### src/rtl/mlp_ctrl.sv
// Control FSM for the MLP inference engine: weight initialisation, input load,
// per-layer multiply-accumulate over ping-pong activation banks, result hand-off.
// Drives SRAM strobes/addresses and datapath controls only; carries no data.
module mlp_ctrl #(
  parameter int unsigned Layers = 8,
  parameter int unsigned Dim    = 16,
  parameter int unsigned WAddrW = $clog2(Layers*Dim*Dim),
  parameter int unsigned XAddrW = $clog2(2*Dim),
  parameter int unsigned CfgW   = $clog2(Layers+1)
) (
  input  logic              clk_i,
  input  logic              rst_i,
  input  logic              init_valid_i,
  output logic              init_ready_o,
  input  logic              start_valid_i,
  output logic              start_ready_o,
  input  logic [CfgW-1:0]   cfg_layers_i,
  input  logic              in_valid_i,
  input  logic              abort_i,
  output logic              result_valid_o,
  input  logic              result_ready_i,
  output logic              result_bank_o,
  output logic              busy_o,
  output logic              w_ren_o,
  output logic              w_wen_o,
  output logic [WAddrW-1:0] w_addr_o,
  output logic              x_ren_o,
  output logic              x_wen_o,
  output logic              x_sel_o,
  output logic [XAddrW-1:0] x_addr_o,
  output logic              acc_clr_o,
  output logic              act_en_o
);

  localparam int unsigned DimW  = $clog2(Dim);
  localparam int unsigned LayW  = (Layers > 1) ? $clog2(Layers) : 1;
  localparam int unsigned Beats = Layers * Dim * Dim;

  localparam logic [WAddrW-1:0] KLast = WAddrW'(Beats - 1);
  localparam logic [DimW-1:0]   ILast = DimW'(Dim - 1);
  localparam logic [CfgW-1:0]   LMax  = CfgW'(Layers);

  typedef enum logic [2:0] {
    S_IDLE,
    S_INITW,
    S_LOADX,
    S_ACC,
    S_WB,
    S_DONE
  } state_t;

  state_t            state_q;
  logic [WAddrW-1:0] k_q;
  logic [LayW-1:0]   l_q;
  logic [DimW-1:0]   j_q;
  logic [DimW-1:0]   i_q;
  logic [CfgW-1:0]   lrun_q;

  logic [CfgW-1:0]   lrun_d;
  logic              last_layer;
  logic [31:0]       acc_waddr;

  // Runtime layer count: out-of-range requests (0 or above capacity) run every stored layer
  always_comb begin
    lrun_d = cfg_layers_i;
    if (cfg_layers_i == '0 || cfg_layers_i > LMax) begin
      lrun_d = LMax;
    end
  end

  assign last_layer = (CfgW'(l_q) == (lrun_q - CfgW'(1)));

  // State and counter sequencing; abort from any active state returns to Idle
  always_ff @(posedge clk_i) begin
    if (rst_i) begin
      state_q <= S_IDLE;
      k_q     <= '0;
      l_q     <= '0;
      j_q     <= '0;
      i_q     <= '0;
      lrun_q  <= '0;
    end else if (abort_i && state_q != S_IDLE) begin
      state_q <= S_IDLE;
      k_q     <= '0;
      l_q     <= '0;
      j_q     <= '0;
      i_q     <= '0;
    end else begin
      case (state_q)
        S_IDLE: begin
          if (init_valid_i) begin
            // beat 0 is written from Idle, so InitW resumes at beat 1
            state_q <= S_INITW;
            k_q     <= WAddrW'(1);
          end else if (start_valid_i) begin
            state_q <= S_LOADX;
            lrun_q  <= lrun_d;
            i_q     <= '0;
          end
        end
        S_INITW: begin
          if (init_valid_i) begin
            if (k_q == KLast) begin
              k_q     <= '0;
              state_q <= S_IDLE;
            end else begin
              k_q <= k_q + WAddrW'(1);
            end
          end
        end
        S_LOADX: begin
          if (in_valid_i) begin
            if (i_q == ILast) begin
              i_q     <= '0;
              j_q     <= '0;
              l_q     <= '0;
              state_q <= S_ACC;
            end else begin
              i_q <= i_q + DimW'(1);
            end
          end
        end
        S_ACC: begin
          if (i_q == ILast) begin
            i_q     <= '0;
            state_q <= S_WB;
          end else begin
            i_q <= i_q + DimW'(1);
          end
        end
        S_WB: begin
          if (j_q != ILast) begin
            j_q     <= j_q + DimW'(1);
            state_q <= S_ACC;
          end else if (!last_layer) begin
            j_q     <= '0;
            l_q     <= l_q + LayW'(1);
            state_q <= S_ACC;
          end else begin
            j_q     <= '0;
            l_q     <= '0;
            state_q <= S_DONE;
          end
        end
        S_DONE: begin
          if (result_ready_i) begin
            state_q <= S_IDLE;
          end
        end
        default: begin
          state_q <= S_IDLE;
        end
      endcase
    end
  end

  // Flat weight index of the current product: layer, then neuron row, then input column
  assign acc_waddr = 32'(l_q) * Dim * Dim + 32'(j_q) * Dim + 32'(i_q);

  // Output decode from the current state and counters
  always_comb begin
    init_ready_o   = 1'b0;
    start_ready_o  = 1'b0;
    result_valid_o = 1'b0;
    result_bank_o  = 1'b0;
    busy_o         = 1'b1;
    w_ren_o        = 1'b0;
    w_wen_o        = 1'b0;
    w_addr_o       = '0;
    x_ren_o        = 1'b0;
    x_wen_o        = 1'b0;
    x_sel_o        = 1'b0;
    x_addr_o       = '0;
    acc_clr_o      = 1'b0;
    act_en_o       = 1'b0;
    case (state_q)
      S_IDLE: begin
        busy_o        = 1'b0;
        init_ready_o  = 1'b1;
        start_ready_o = !init_valid_i;
        w_wen_o       = init_valid_i;
      end
      S_INITW: begin
        init_ready_o = 1'b1;
        w_wen_o      = init_valid_i;
        w_addr_o     = k_q;
      end
      S_LOADX: begin
        x_wen_o  = in_valid_i;
        x_addr_o = {1'b0, i_q};
      end
      S_ACC: begin
        w_ren_o   = 1'b1;
        x_ren_o   = 1'b1;
        w_addr_o  = WAddrW'(acc_waddr);
        x_addr_o  = {l_q[0], i_q};
        acc_clr_o = (i_q == '0);
      end
      S_WB: begin
        // result goes to the bank opposite the one this layer reads
        x_wen_o  = 1'b1;
        x_sel_o  = 1'b1;
        x_addr_o = {~l_q[0], j_q};
        act_en_o = !last_layer;
      end
      S_DONE: begin
        result_valid_o = 1'b1;
        result_bank_o  = lrun_q[0];
      end
      default: begin
        busy_o = 1'b0;
      end
    endcase
  end

endmodule

### config.mk
export PLATFORM = sky130hd
export DESIGN_NAME = mlp_ctrl
export DESIGN_NICKNAME = d
export VERILOG_FILES = /design/src/rtl/mlp_ctrl.sv
export SDC_FILE = /design/constraint.sdc
export NUM_CORES = 1
export LEC_CHECK = 0
export ABC_AREA = 0
export CORE_MARGIN = 2
export CORE_UTILIZATION = 51
export CTS_CLUSTER_SIZE = 12
export DETAILED_ROUTE_END_ITERATION = 10
export GPL_ROUTABILITY_DRIVEN = 0
export PLACE_DENSITY_LB_ADDON = 0.3
export SYNTH_ARGS = -nofsm -noshare
export SYNTH_HDL_FRONTEND = slang
export SYNTH_SLANG_ARGS = --single-unit
### constraint.sdc
create_clock -name clk_i -period 2.62 [get_ports clk_i]
set_input_delay 0.655 -clock clk_i [delete_from_list [all_inputs] [get_ports clk_i]]
set_output_delay 0.655 -clock clk_i [all_outputs]
set_load 0.02 [all_outputs]
# Word level (Yosys, flattened, before mapping)
# Cells that the tools add are included.
word_totals:
  input_bits: 11
  register_bits: 29
  wordCells: 100
  output_inout_bits: 28
op_classes:
  n_eq_ne: 20
  magnitude_cmp: 1
  n_bitwise: 3
  addsub: 7
  n_reduce_logical: 20
  muxes: 43
op_table:
  columns: ["operator", "count"]
  rows:
  - ["case mux 11 bit (2 select lines)", 2]
  - ["two-way mux 3 bit", 14]
  - ["two-way mux 11 bit", 3]
  - ["two-way mux 4 bit", 8]
  - ["!= test 2 bit, second input constant", 10]
  - ["case mux 3 bit (6 select lines)", 1]
  - ["case mux 5 bit (3 select lines)", 1]
  - ["case mux 4 bit (3 select lines)", 1]
  - ["AND reduction 4 bit", 3]
  - ["adder 11 x 1 -> 11 bit, second input constant", 1]
  - ["adder 11 x 4 -> 11 bit", 1]
  - ["adder 11 x 8 -> 11 bit", 1]
  - ["== test 11 bit, second input constant", 1]
  - ["two-way mux 1 bit", 10]
  - ["adder 4 x 1 -> 4 bit, second input constant", 2]
  - ["zero test 4 bit", 2]
  - ["case mux 4 bit (2 select lines)", 1]
  - ["AND reduction 7 bit", 1]
  - ["== test 3 x 2 -> 1 bit, second input constant", 2]
  - ["== test 3 bit, second input constant", 2]
  - ["case mux 3 bit (2 select lines)", 1]
  - ["AND reduction 3 bit", 2]
  - ["nonzero test 3 bit", 2]
  - ["OR reduction 5 bit", 1]
  - ["16 further kinds", 21]

# Depth between registers and ports, before layout
# Gate-level depths: netlist of the first run.
logic_depth:
  ltp_word: 5
  ltp_mapped: 7
  ltp_nobuf: 7

# Worst setup path before layout of the first run
# No wires, ideal clock.
synth_path:
  path_type: "reg2out"
  start: "register state_q[2]"
  end: "output acc_clr_o"
  setup_slack_ps: 223
  arrival_time_ps: 1742
  stages_incl_launch_ff: 5
  required_time_ps: 1965
  n_path_buf: 1
  cell_sequence: "dfxtp_1 buf_2 nor2b_1 nand2_1 nor4b_1"
synth_between:
  elab_chain_cells: 2
synth_lines:
  columns: ["item", "line", "rtl"]
  rows:
  - ["start, declared", "52", "state_t state_q;"]
  - ["start signal, assigned", "76", "state_q <= S_IDLE;"]
  - ["start signal, assigned", "83", "state_q <= S_IDLE;"]
  - ["start signal, assigned", "93", "state_q <= S_INITW;"]
  - ["== test 3 x 2 -> 1 bit", "176", "case (state_q)"]
  - ["two-way mux 1 bit", "176", null]
  - ["end, declared", "31", "output logic acc_clr_o,"]
# Every way passes these cells.

# Worst setup path in the final report of the first run
layout_path:
  start: "input init_valid_i"
  end: "output w_wen_o"
layout_between:
  elab_chain_cells: 1
layout_lines:
  columns: ["item", "line", "rtl"]
  rows:
  - ["start, declared", "13", "input logic init_valid_i,"]
  - ["two-way mux 1 bit", "176", null]
  - ["end, declared", "25", "output logic w_wen_o,"]
# Every way passes these cells.

==> out/qor.log, run 1 <==
INFO  outcome        result_of_the_run=completed
INFO  sta            fmaxAchievable=0.393GHz
INFO  sta            count_of_final_setup_violators=0
INFO  pwr            total_leakage_power=1.17nW
INFO  sta            final_max_slew_viol_count=0
INFO  worst_hold_path min-delay-path-class=register to register
INFO  pwr            power.density=780nW/um^2
INFO  place          dpl-instance-area=2400squm
INFO  worst_setup_path cp_slowest_cell=sky130_fd_sc_hd__clkdlybuf4s50_1
INFO  cells_and_area fillers=327
INFO  sta            skew=0.00282ns
INFO  clocking       clkTransAtPathRegs=0.06ns
INFO  worst_setup_path critical_path.endpoint_type=output port
INFO  clocking       cts_sinks=29
INFO  floorplanning  chipWidth=65.2microns
INFO  sta            maxSlewHeadroom=70.6%
INFO  floorplanning  core_region_area=3630squm
INFO  detailed_routing via_count=1946
INFO  sta            tightestPinTransition=0.436ns
INFO  global_route   grt_antenna_before_repair=0
INFO  worst_setup_path critical_path_peak_fanout=3
INFO  cells_and_area final_layout_size_suffix_gt1_share=14.0%
INFO  job            maximum_capacitance_violations=0
INFO  cells_and_area finalInstanceArea=2520squm
INFO  pwr            worst_vdd_rail_ir_drop=426uV
INFO  synthesis      synth-edff-count=0
INFO  detailed_routing drcViolationCount=0
INFO  cells_and_area syn_to_final_growth=32.0%
INFO  global_route   globalRouteTotalUtil=26.0%
INFO  worst_setup_path critical_path.max_stage_delay=0.59ns
INFO  clocking       cts_post_setup_buffers_inserted=0
INFO  sta            finalHoldViolations=0
INFO  synthesis      synth.distinct_cells=57
INFO  synthesis      mappedNetlistNets=257
INFO  synthesis      synth_area_per_cell=8.02squm
INFO  worst_setup_path critical_path.cell_chain=clkdlybuf4s50_1 -> and2_1 -> clkdlybuf4s50_1
INFO  place          preCtsSetupSlack=-0.0961ns
INFO  synthesis      ys_async_sr_fraction=0%
INFO  sta            finalCritPeriodShare=97.2%
INFO  worst_setup_path critPathMostFrequentCell=sky130_fd_sc_hd__clkdlybuf4s50_1
INFO  detailed_routing first_pass_drt_iterations=4
INFO  place          detailedPlacementHpwl=3.66mm
INFO  detailed_routing avgViaCountPerCell=5.83
INFO  sta            layout_setup_ws=0.0723ns
INFO  global_route   grt_first_pass_wirelength=8.61mm
INFO  synthesis      yosysSeqAreaShare=30.4%
INFO  sta            finalCriticalPeriod=2.55ns
INFO  clocking       cts_hold_buffers=0
INFO  detailed_routing drt_iter0_markers=126
INFO  floorplanning  dieArea=4250squm
INFO  global_route   grt_pass1_vias=1814
INFO  detailed_routing finalWirelength=5.13mm
INFO  clocking       ctsRootBufferMaster=sky130_fd_sc_hd__clkbuf_8
INFO  floorplanning  floorplan.rows=22
INFO  floorplanning  initial_core_util=52.5%
INFO  global_route   grt_overflow=0
INFO  cells_and_area antenna_cells_inserted=0
INFO  worst_setup_path worst_path_dominant_cell_family=buffers and inverters
INFO  clocking       cts.htree.levels=2
INFO  synthesis      yosys_register_bits=29
INFO  floorplanning  die_h=65.2microns
INFO  clocking       clock_tree.buffer_depth=2
INFO  worst_setup_path path_class=input pin to output port
INFO  sta            rsz0062_at_grt=no
INFO  clocking       tritoncts.num_buffers=5
INFO  worst_setup_path worst-endpoint-required=1.97ns
INFO  clocking       tritoncts=done
INFO  global_route   grt_max_degree=16
INFO  place          port-buffer-count=38
INFO  detailed_routing drt-wirelength-per-cell=15.4microns
INFO  worst_setup_path cp.arrival=1.89ns
INFO  worst_setup_path start_kind=input pin
INFO  synthesis      synth-warning-count=0
INFO  floorplanning  io_pins=39
INFO  cells_and_area nNetsFinal=305
INFO  worst_setup_path critical_path_buf_inv_count=2
INFO  synthesis      synthesis.instances=238
INFO  sta            final.hold.worst_slack=0.530ns
INFO  clocking       worstSkewPairLatency=0.28ns
INFO  detailed_routing final_antenna_net_count=0
INFO  synthesis      mappedNetlistArea=1910squm
INFO  synthesis      synth_ff_type=sky130_fd_sc_hd__dfxtp_1
worst register-to-register path, delay by kind of cell (launching register included):
family | cells | cell delay [ns]
flip-flops | 1 | 0.42
AO/OA/AOI/OAI | 3 | 0.58
adder cells (fa/ha/maj) | 1 | 0.25
AND/OR/NAND/NOR | 2 | 0.69
final cells by class:
type	count	area, sq um	area share (%)
repair buffers	53	504	20.0
multi-input cells	186	1240	49.3
flip-flops and latches	29	581	23.1
inverters	11	45.0	1.79
well taps	48	60.1	2.38
clock buffers	7	86.3	3.43
stage by stage:
stage / TNS (ns) / utilization, % / instances / total power [mW]
6_report: 0 / 69.3 / 334 / 1.96
2_1_floorplan: 0 / - / 238 / 1.21
5_1_grt: 0 / 69.3 / 334 / 2.09
4_1_cts: 0 / 68.3 / 334 / 1.96
3_3_place_gp: -0.0993 / 66.2 / 327 / 1.60
3_5_place_dp: -0.0961 / 66.2 / 327 / 1.60
cells in the final DEF, fill, tap and decap left out, types with 3 or more instances in the layout:
cell / n
sky130_fd_sc_hd__nor3b_1: 3
sky130_fd_sc_hd__and3_1: 3
sky130_fd_sc_hd__nor3_1: 5
sky130_fd_sc_hd__ha_1: 8
sky130_fd_sc_hd__or3_1: 3
sky130_fd_sc_hd__a21oi_1: 12
sky130_fd_sc_hd__nand2_1: 22
sky130_fd_sc_hd__o21ai_0: 14
sky130_fd_sc_hd__xnor2_1: 7
sky130_fd_sc_hd__nand4_1: 6
sky130_fd_sc_hd__clkbuf_8: 6
sky130_fd_sc_hd__clkdlybuf4s50_1: 16
sky130_fd_sc_hd__buf_4: 15
sky130_fd_sc_hd__xor2_1: 5
sky130_fd_sc_hd__a22o_1: 11
sky130_fd_sc_hd__nand3_1: 9
sky130_fd_sc_hd__dlygate4sd2_1: 11
sky130_fd_sc_hd__inv_1: 8
sky130_fd_sc_hd__a31oi_1: 3
sky130_fd_sc_hd__dlymetal6s2s_1: 10
sky130_fd_sc_hd__nor2b_1: 4
sky130_fd_sc_hd__dfxtp_1: 29
sky130_fd_sc_hd__nor2_1: 24
path summary, 6_finish.rpt:
kind                       start             endpoint  slack, ns  cells past startpoint
max                 init_valid_i              w_wen_o       0.07                      3
min reg2reg  i_q[1]$_SDFFE_PP0P_  i_q[1]$_SDFFE_PP0P_       0.53                      2
max reg2reg  i_q[0]$_SDFFE_PP0P_  j_q[2]$_SDFFE_PP0P_       0.54                      6
min          i_q[1]$_SDFFE_PP0P_  i_q[1]$_SDFFE_PP0P_       0.53                      2
where the power goes:
group / switching (mW) / leakage, nW / internal (mW) / total, mW
registers: 0.0452 / 0.235 / 0.485 / 0.530
logic: 0.633 / 0.891 / 0.430 / 1.06
clock network: 0.164 / 0.0443 / 0.208 / 0.372
total: 0.842 / 1.17 / 1.12 / 1.96
synthesized netlist by cell type, types with 3 or more instances:
cell type,n,area [sq um]
sky130_fd_sc_hd__buf_2,6,30.0
sky130_fd_sc_hd__and3_1,3,18.8
sky130_fd_sc_hd__nor3b_1,3,22.5
sky130_fd_sc_hd__o21ai_0,14,70.1
sky130_fd_sc_hd__a22o_1,11,96.3
sky130_fd_sc_hd__clkbuf_1,4,15.0
sky130_fd_sc_hd__nor2b_1,4,25.0
sky130_fd_sc_hd__dfxtp_1,29,581
sky130_fd_sc_hd__or3_1,3,18.8
sky130_fd_sc_hd__a31oi_1,3,18.8
sky130_fd_sc_hd__a21oi_1,13,65.1
sky130_fd_sc_hd__nand2_1,23,86.3
sky130_fd_sc_hd__xnor2_1,7,61.3
sky130_fd_sc_hd__ha_1,8,100
sky130_fd_sc_hd__inv_1,8,30.0
sky130_fd_sc_hd__nor3_1,6,30.0
sky130_fd_sc_hd__nand4_1,6,37.5
sky130_fd_sc_hd__xor2_1,5,43.8
sky130_fd_sc_hd__nand3_1,9,45.0
sky130_fd_sc_hd__nor2_1,25,93.8
registers in the layout, summed over array words and instances (netlist names):
| register | cells |
|---|---|
| j_q | 4 |
| lrun_q | 4 |
| k_q | 11 |
| state_q | 3 |
| l_q | 3 |
| i_q | 4 |
kinds of logic after synthesis:
kind of cell               count (synthesis)  share of synthesized area [%]
and+or+nand+nor                          102                           28.9
AOI/OAI and AO/OA                         61                           22.5
DFF                                       29                           30.4
buffers and inverters                     23                           5.18
xor gates and xnor gates                  13                           6.75
adders and majority gates                  8                           5.25
muxes                                      2                           1.05
timing repair:
item,4_1_cts,5_1_grt
setup endpoints to repair,19,11
gates cloned,0,0
resized for setup,15,15
metal layers:
| metal | part of all wire, % | wire, microns | global-route usage, % |
|---|---|---|---|
| met5 | 0 | 0 | 0 |
| met4 | 1.4 | 70 | 7.55 |
| met3 | 6.3 | 324 | 5.99 |
| met2 | 47 | 2410 | 42.5 |
| met1 | 45 | 2330 | 34.4 |
Note: power is estimated with default switching activity, not from simulation.
==> run 2, diff against run 1 <==
--- a/config.mk
+++ b/config.mk
@@ -7,7 +7,7 @@
 export LEC_CHECK = 0
 export ABC_AREA = 0
 export CORE_MARGIN = 2
-export CORE_UTILIZATION = 51
+export CORE_UTILIZATION = 30
 export CTS_CLUSTER_SIZE = 12
 export DETAILED_ROUTE_END_ITERATION = 10
 export GPL_ROUTABILITY_DRIVEN = 0
==> out/qor.log, run 2 (synthesis gave the netlist of run 1 again) <==
INFO  clocking       clock_tree.buffer_depth=2
INFO  detailed_routing avgViaCountPerCell=5.16
INFO  pwr            p_total=1.99mW
INFO  sta            finalCritPeriodShare=96.4%
INFO  pwr            total_leakage_power=1.15nW
INFO  pwr            power_frac_seq=27.1%
INFO  detailed_routing finalWirelength=5.27mm
INFO  pwr            part_of_the_power_in_combinational_logic=54.5%
INFO  pwr            worst_vdd_rail_ir_drop=378uV
INFO  worst_setup_path critical_path_peak_fanout=11
INFO  cells_and_area number_of_flip_flops_under_the_largest_register_name=11
INFO  cells_and_area top_register=k_q
INFO  cells_and_area layout_commonest_cell=sky130_fd_sc_hd__dfxtp_1
INFO  sta            maxSlewHeadroom=65.1%
INFO  clocking       cts_hold_buffers=0
INFO  place          placed_cells=358
INFO  pwr            power.density=778nW/um^2
INFO  worst_setup_path cp.arrival=1.87ns
INFO  clocking       ctsRootBufferMaster=sky130_fd_sc_hd__clkbuf_8
INFO  cells_and_area final_layout_size_suffix_gt1_share=14.5%
INFO  pwr            power.internal=1.12mW
INFO  global_route   grt_pass1_vias=1807
INFO  floorplanning  chipWidth=83.8microns
INFO  clocking       cts_sinks=29
INFO  sta            fmaxAchievable=0.396GHz
INFO  clocking       worstSkewPairLatency=0.28ns
INFO  floorplanning  floorplan.rows=29
INFO  worst_hold_path min-delay-path-class=register to register
INFO  worst_setup_path worst-endpoint-required=1.97ns
INFO  clocking       tritoncts.num_buffers=5
INFO  floorplanning  initial_core_util=30.6%
INFO  outcome        result_of_the_run=completed
INFO  worst_setup_path critical_path.endpoint_type=output port
INFO  sta            tightestPinTransition=0.524ns
INFO  global_route   grt_overflow=0
INFO  floorplanning  die_h=83.8microns
INFO  sta            layout_setup_ws=0.0941ns
INFO  sta            finalHoldViolations=0
INFO  global_route   grt_max_degree=13
INFO  global_route   grt_antenna_before_repair=0
INFO  cells_and_area nNetsFinal=307
INFO  cells_and_area layout.cells.most_common_list=sky130_fd_sc_hd__dfxtp_1 (29), sky130_fd_sc_hd__nor2_1 (24), sky130_fd_sc_hd__nand2_1 (22)
INFO  detailed_routing drt_iter0_markers=101
INFO  detailed_routing drt-wirelength-per-cell=14.4microns
INFO  place          detailedPlacementHpwl=4.12mm
INFO  clocking       clkTransAtPathRegs=0.07ns
INFO  place          preCtsSetupSlack=-0.0934ns
INFO  cells_and_area postLayoutCoreUtil=40.9%
INFO  pwr            net-switching-power=871uW
INFO  sta            skew=0.00438ns
INFO  floorplanning  dieArea=7010squm
INFO  detailed_routing via_count=1888
INFO  floorplanning  io_pins=39
INFO  sta            count_of_final_setup_violators=0
INFO  cells_and_area antenna_cells_inserted=0
INFO  global_route   globalRouteTotalUtil=15.3%
INFO  clocking       tritoncts=done
INFO  sta            rsz0062_at_grt=no
INFO  pwr            switching_share_of_total_power=43.8%
INFO  global_route   grt_first_pass_wirelength=8.78mm
INFO  sta            finalCriticalPeriod=2.53ns
INFO  cells_and_area finalNonFillerCells=366
INFO  detailed_routing first_pass_drt_iterations=4
INFO  clocking       cts.htree.levels=2
INFO  floorplanning  core_region_area=6240squm
INFO  clocking       cts_post_setup_buffers_inserted=0
INFO  worst_setup_path start_kind=register
INFO  worst_setup_path path_class=register to output port
INFO  pwr            share_of_total_power_in_the_clock_network=18.5%
INFO  detailed_routing final_antenna_net_count=0
INFO  detailed_routing drcViolationCount=0
INFO  place          port-buffer-count=38
INFO  sta            final_max_slew_viol_count=0
INFO  cells_and_area syn_to_final_growth=33.8%
INFO  job            maximum_capacitance_violations=0
run 2: per-stage QoR:
step / TNS [ns] / hold WS (ns) / instance area (sq um)
floorplan: 0 / 0.474 / 1910
global placement: -0.0606 / 0.506 / 2450
detailed placement: -0.0934 / 0.511 / 2450
CTS: 0 / 0.523 / 2530
global route: 0 / 0.552 / 2550
finish: 0 / 0.521 / 2550
run 2: per-layer routing:
layer	global-route usage (%)	vias to the layer above	part of all wire, %
li1	-	960	-
met1	20.0	888	48
met2	26.0	35	48
met3	2.47	5	3.5
met4	4.40	0	0.47
met5	0	-	0
run 2: worst paths after layout:
| kind | start | to | slack (ns) | cells past startpoint |
|---|---|---|---|---|
| worst max-delay path | state_q[1]$_SDFFE_PP0P_ | busy_o | 0.09 | 5 |
| worst min-delay path | i_q[1]$_SDFFE_PP0P_ | i_q[1]$_SDFFE_PP0P_ | 0.52 | 2 |
| worst max register to register | i_q[0]$_SDFFE_PP0P_ | l_q[1]$_SDFFE_PP0P_ | 0.62 | 6 |
| worst min register to register | i_q[1]$_SDFFE_PP0P_ | i_q[1]$_SDFFE_PP0P_ | 0.52 | 2 |
run 2: power by group through the flow:
stage	clock, mW	sequential, mW	combinational [mW]
2_1_floorplan	0	0.534	0.679
4_1_cts	0.376	0.536	1.09
3_5_place_dp	0	0.545	1.10
6_report	0.367	0.538	1.08
5_1_grt	0.394	0.546	1.19
3_3_place_gp	0	0.545	1.10
run 2: area by class of cell:
cell class	instances	area, sq um
tap	77	96.3
sequential	29	581
clock inverter	3	17.5
clock buffer	5	68.8
inverter	11	42.5
fill	651	3690
multi-input combinational	186	1240
timing repair buffer	55	509
run 2: repair_timing:
item,in CTS,in global routing
setup endpoints to repair,20,9
gates resized for setup,18,9
endpoints found under the hold margin,0,0
run 2: critical path, stage by stage (launching register included):
cell and delay, ns:
sky130_fd_sc_hd__dfxtp_1 0.35, sky130_fd_sc_hd__buf_4 0.20, sky130_fd_sc_hd__inv_2 0.10, sky130_fd_sc_hd__ha_1 0.31, sky130_fd_sc_hd__or2_2 0.30, sky130_fd_sc_hd__dlygate4sd2_1 0.33
==> variant, RTL diff (settings of run 2) <==
The parameter `Layers` goes from 8 to 4.
--- a/src/rtl/mlp_ctrl.sv
+++ b/src/rtl/mlp_ctrl.sv
@@ -2,7 +2,7 @@
 // per-layer multiply-accumulate over ping-pong activation banks, result hand-off.
 // Drives SRAM strobes/addresses and datapath controls only; carries no data.
 module mlp_ctrl #(
-  parameter int unsigned Layers = 8,
+  parameter int unsigned Layers = 4,
   parameter int unsigned Dim    = 16,
   parameter int unsigned WAddrW = $clog2(Layers*Dim*Dim),
   parameter int unsigned XAddrW = $clog2(2*Dim),
Ports: changed (resized cfg_layers_i and w_addr_o); port bits go from 39 to 37. No check against the original RTL was run, so the function may have changed too.
==> variant against run 2 <==
Clock skew is 1.6 ps lower. Sequential cell count is 3 lower. Final area is 3.5% lower. Synthesized area is 5.7% lower. Sequential share of layout area is 1.5 points lower. Highest routed layer unchanged. Utilization is 1.2 points higher. Total power is 13% lower. Critical path depth is 1 lower. Worst setup slack worse by 22 ps. Routed wire length is 6.0% lower. Largest cell class unchanged.
==> variant: results (changes against run 2) <==
[run_status]
status=finished, final reports clean

[power]
p_leak_nw=1.13  ; -1.5%
total_power_w=0.00172  ; -13%
irDropWorstVdd_v=0.000337  ; -11%
switching_share=0.400  ; -0.0381
power_frac_seq=0.273  ; +0.002
p_clk_frac=0.205  ; +0.020

[grt]
grt_util_met3=0.0198  ; -0.00495
grt_max_degree=16  ; +3
track_usage=0.162  ; +0.00876
grt_first_pass_wirelength_um=8420  ; -4.2%
grt_pass1_vias=1719  ; -4.9%
grtUsageMet1=0.227  ; +0.0265

[logic_synthesis]
ys_top_cells_by_count=26 x dfxtp_1, 22 x nor2_1, 20 x nand2_1
syn_inst=226  ; -5.0%
synth_area_leaders=dfxtp_1 29%, a22o_1 6.3%, ha_1 5.6%
syn_nets=244  ; -5.1%
yosysSeqAreaShare=0.289  ; -0.0150
ys_types=49  ; -14%

[sta]
hold_ws_ps=508  ; -13.1 ps
clock_skew_ps=2.82  ; -1.56 ps

[placement]
dp.cells=349  ; -2.5%
port_buffers=36  ; -5.3%

[worst_setup_path]
cp_max_fo=5  ; -6
max_stage_delay_ps=540  ; +190 ps
crit_arrival_ps=1890  ; +20 ps
reg2reg_from=k_q[1]
r2r_setup_slack_ps=760  ; +140 ps

[detailed_routing]
met3RoutedLength_um=215  ; +17%
routedLengthMet1_um=2420  ; -4.2%
via_count=1791  ; -5.1%
wl_met2_um=2240  ; -11%
wl_um=4950  ; -6.0%
drtIter0Drc=99  ; -2.0%

[cts]
h-tree-depth=1  ; -1

[hold_path]
holdPathEnd=k_q[1]

==> variant: area by class of cell <==
class,count,area (um2)
clock buffers,3,41.3
fillers,588,3390
multi-input cells,177,1170
clock inverters,1,30.0
flip-flops and latches,26,524
well taps,75,93.8
repair buffers,58,553
inverters,13,48.8
==> variant: logic make-up after synthesis <==
kind of cell / count (synthesis) / synth area share
flops: 26 / 0.289
xor+xnor: 8 / 0.0389
simple gates: 92 / 0.268
compound gates: 67 / 0.269
fa+ha+maj: 8 / 0.0556
buf+inv: 23 / 0.0674
mux: 2 / 0.0111
==> variant: stage by stage <==
step	instance area, um2	setup slack [ps]
2_1_floorplan	1800	418
3_3_place_gp	2360	9.11
3_5_place_dp	2360	-8.21
4_1_cts	2440	14.4
5_1_grt	2460	13.6
6_report	2460	72.1
==> variant: repair_timing <==
action,in CTS,in global routing
cloned,0,0
pin swaps,0,1
gates resized for setup,12,13
endpoints found under the setup margin,19,12
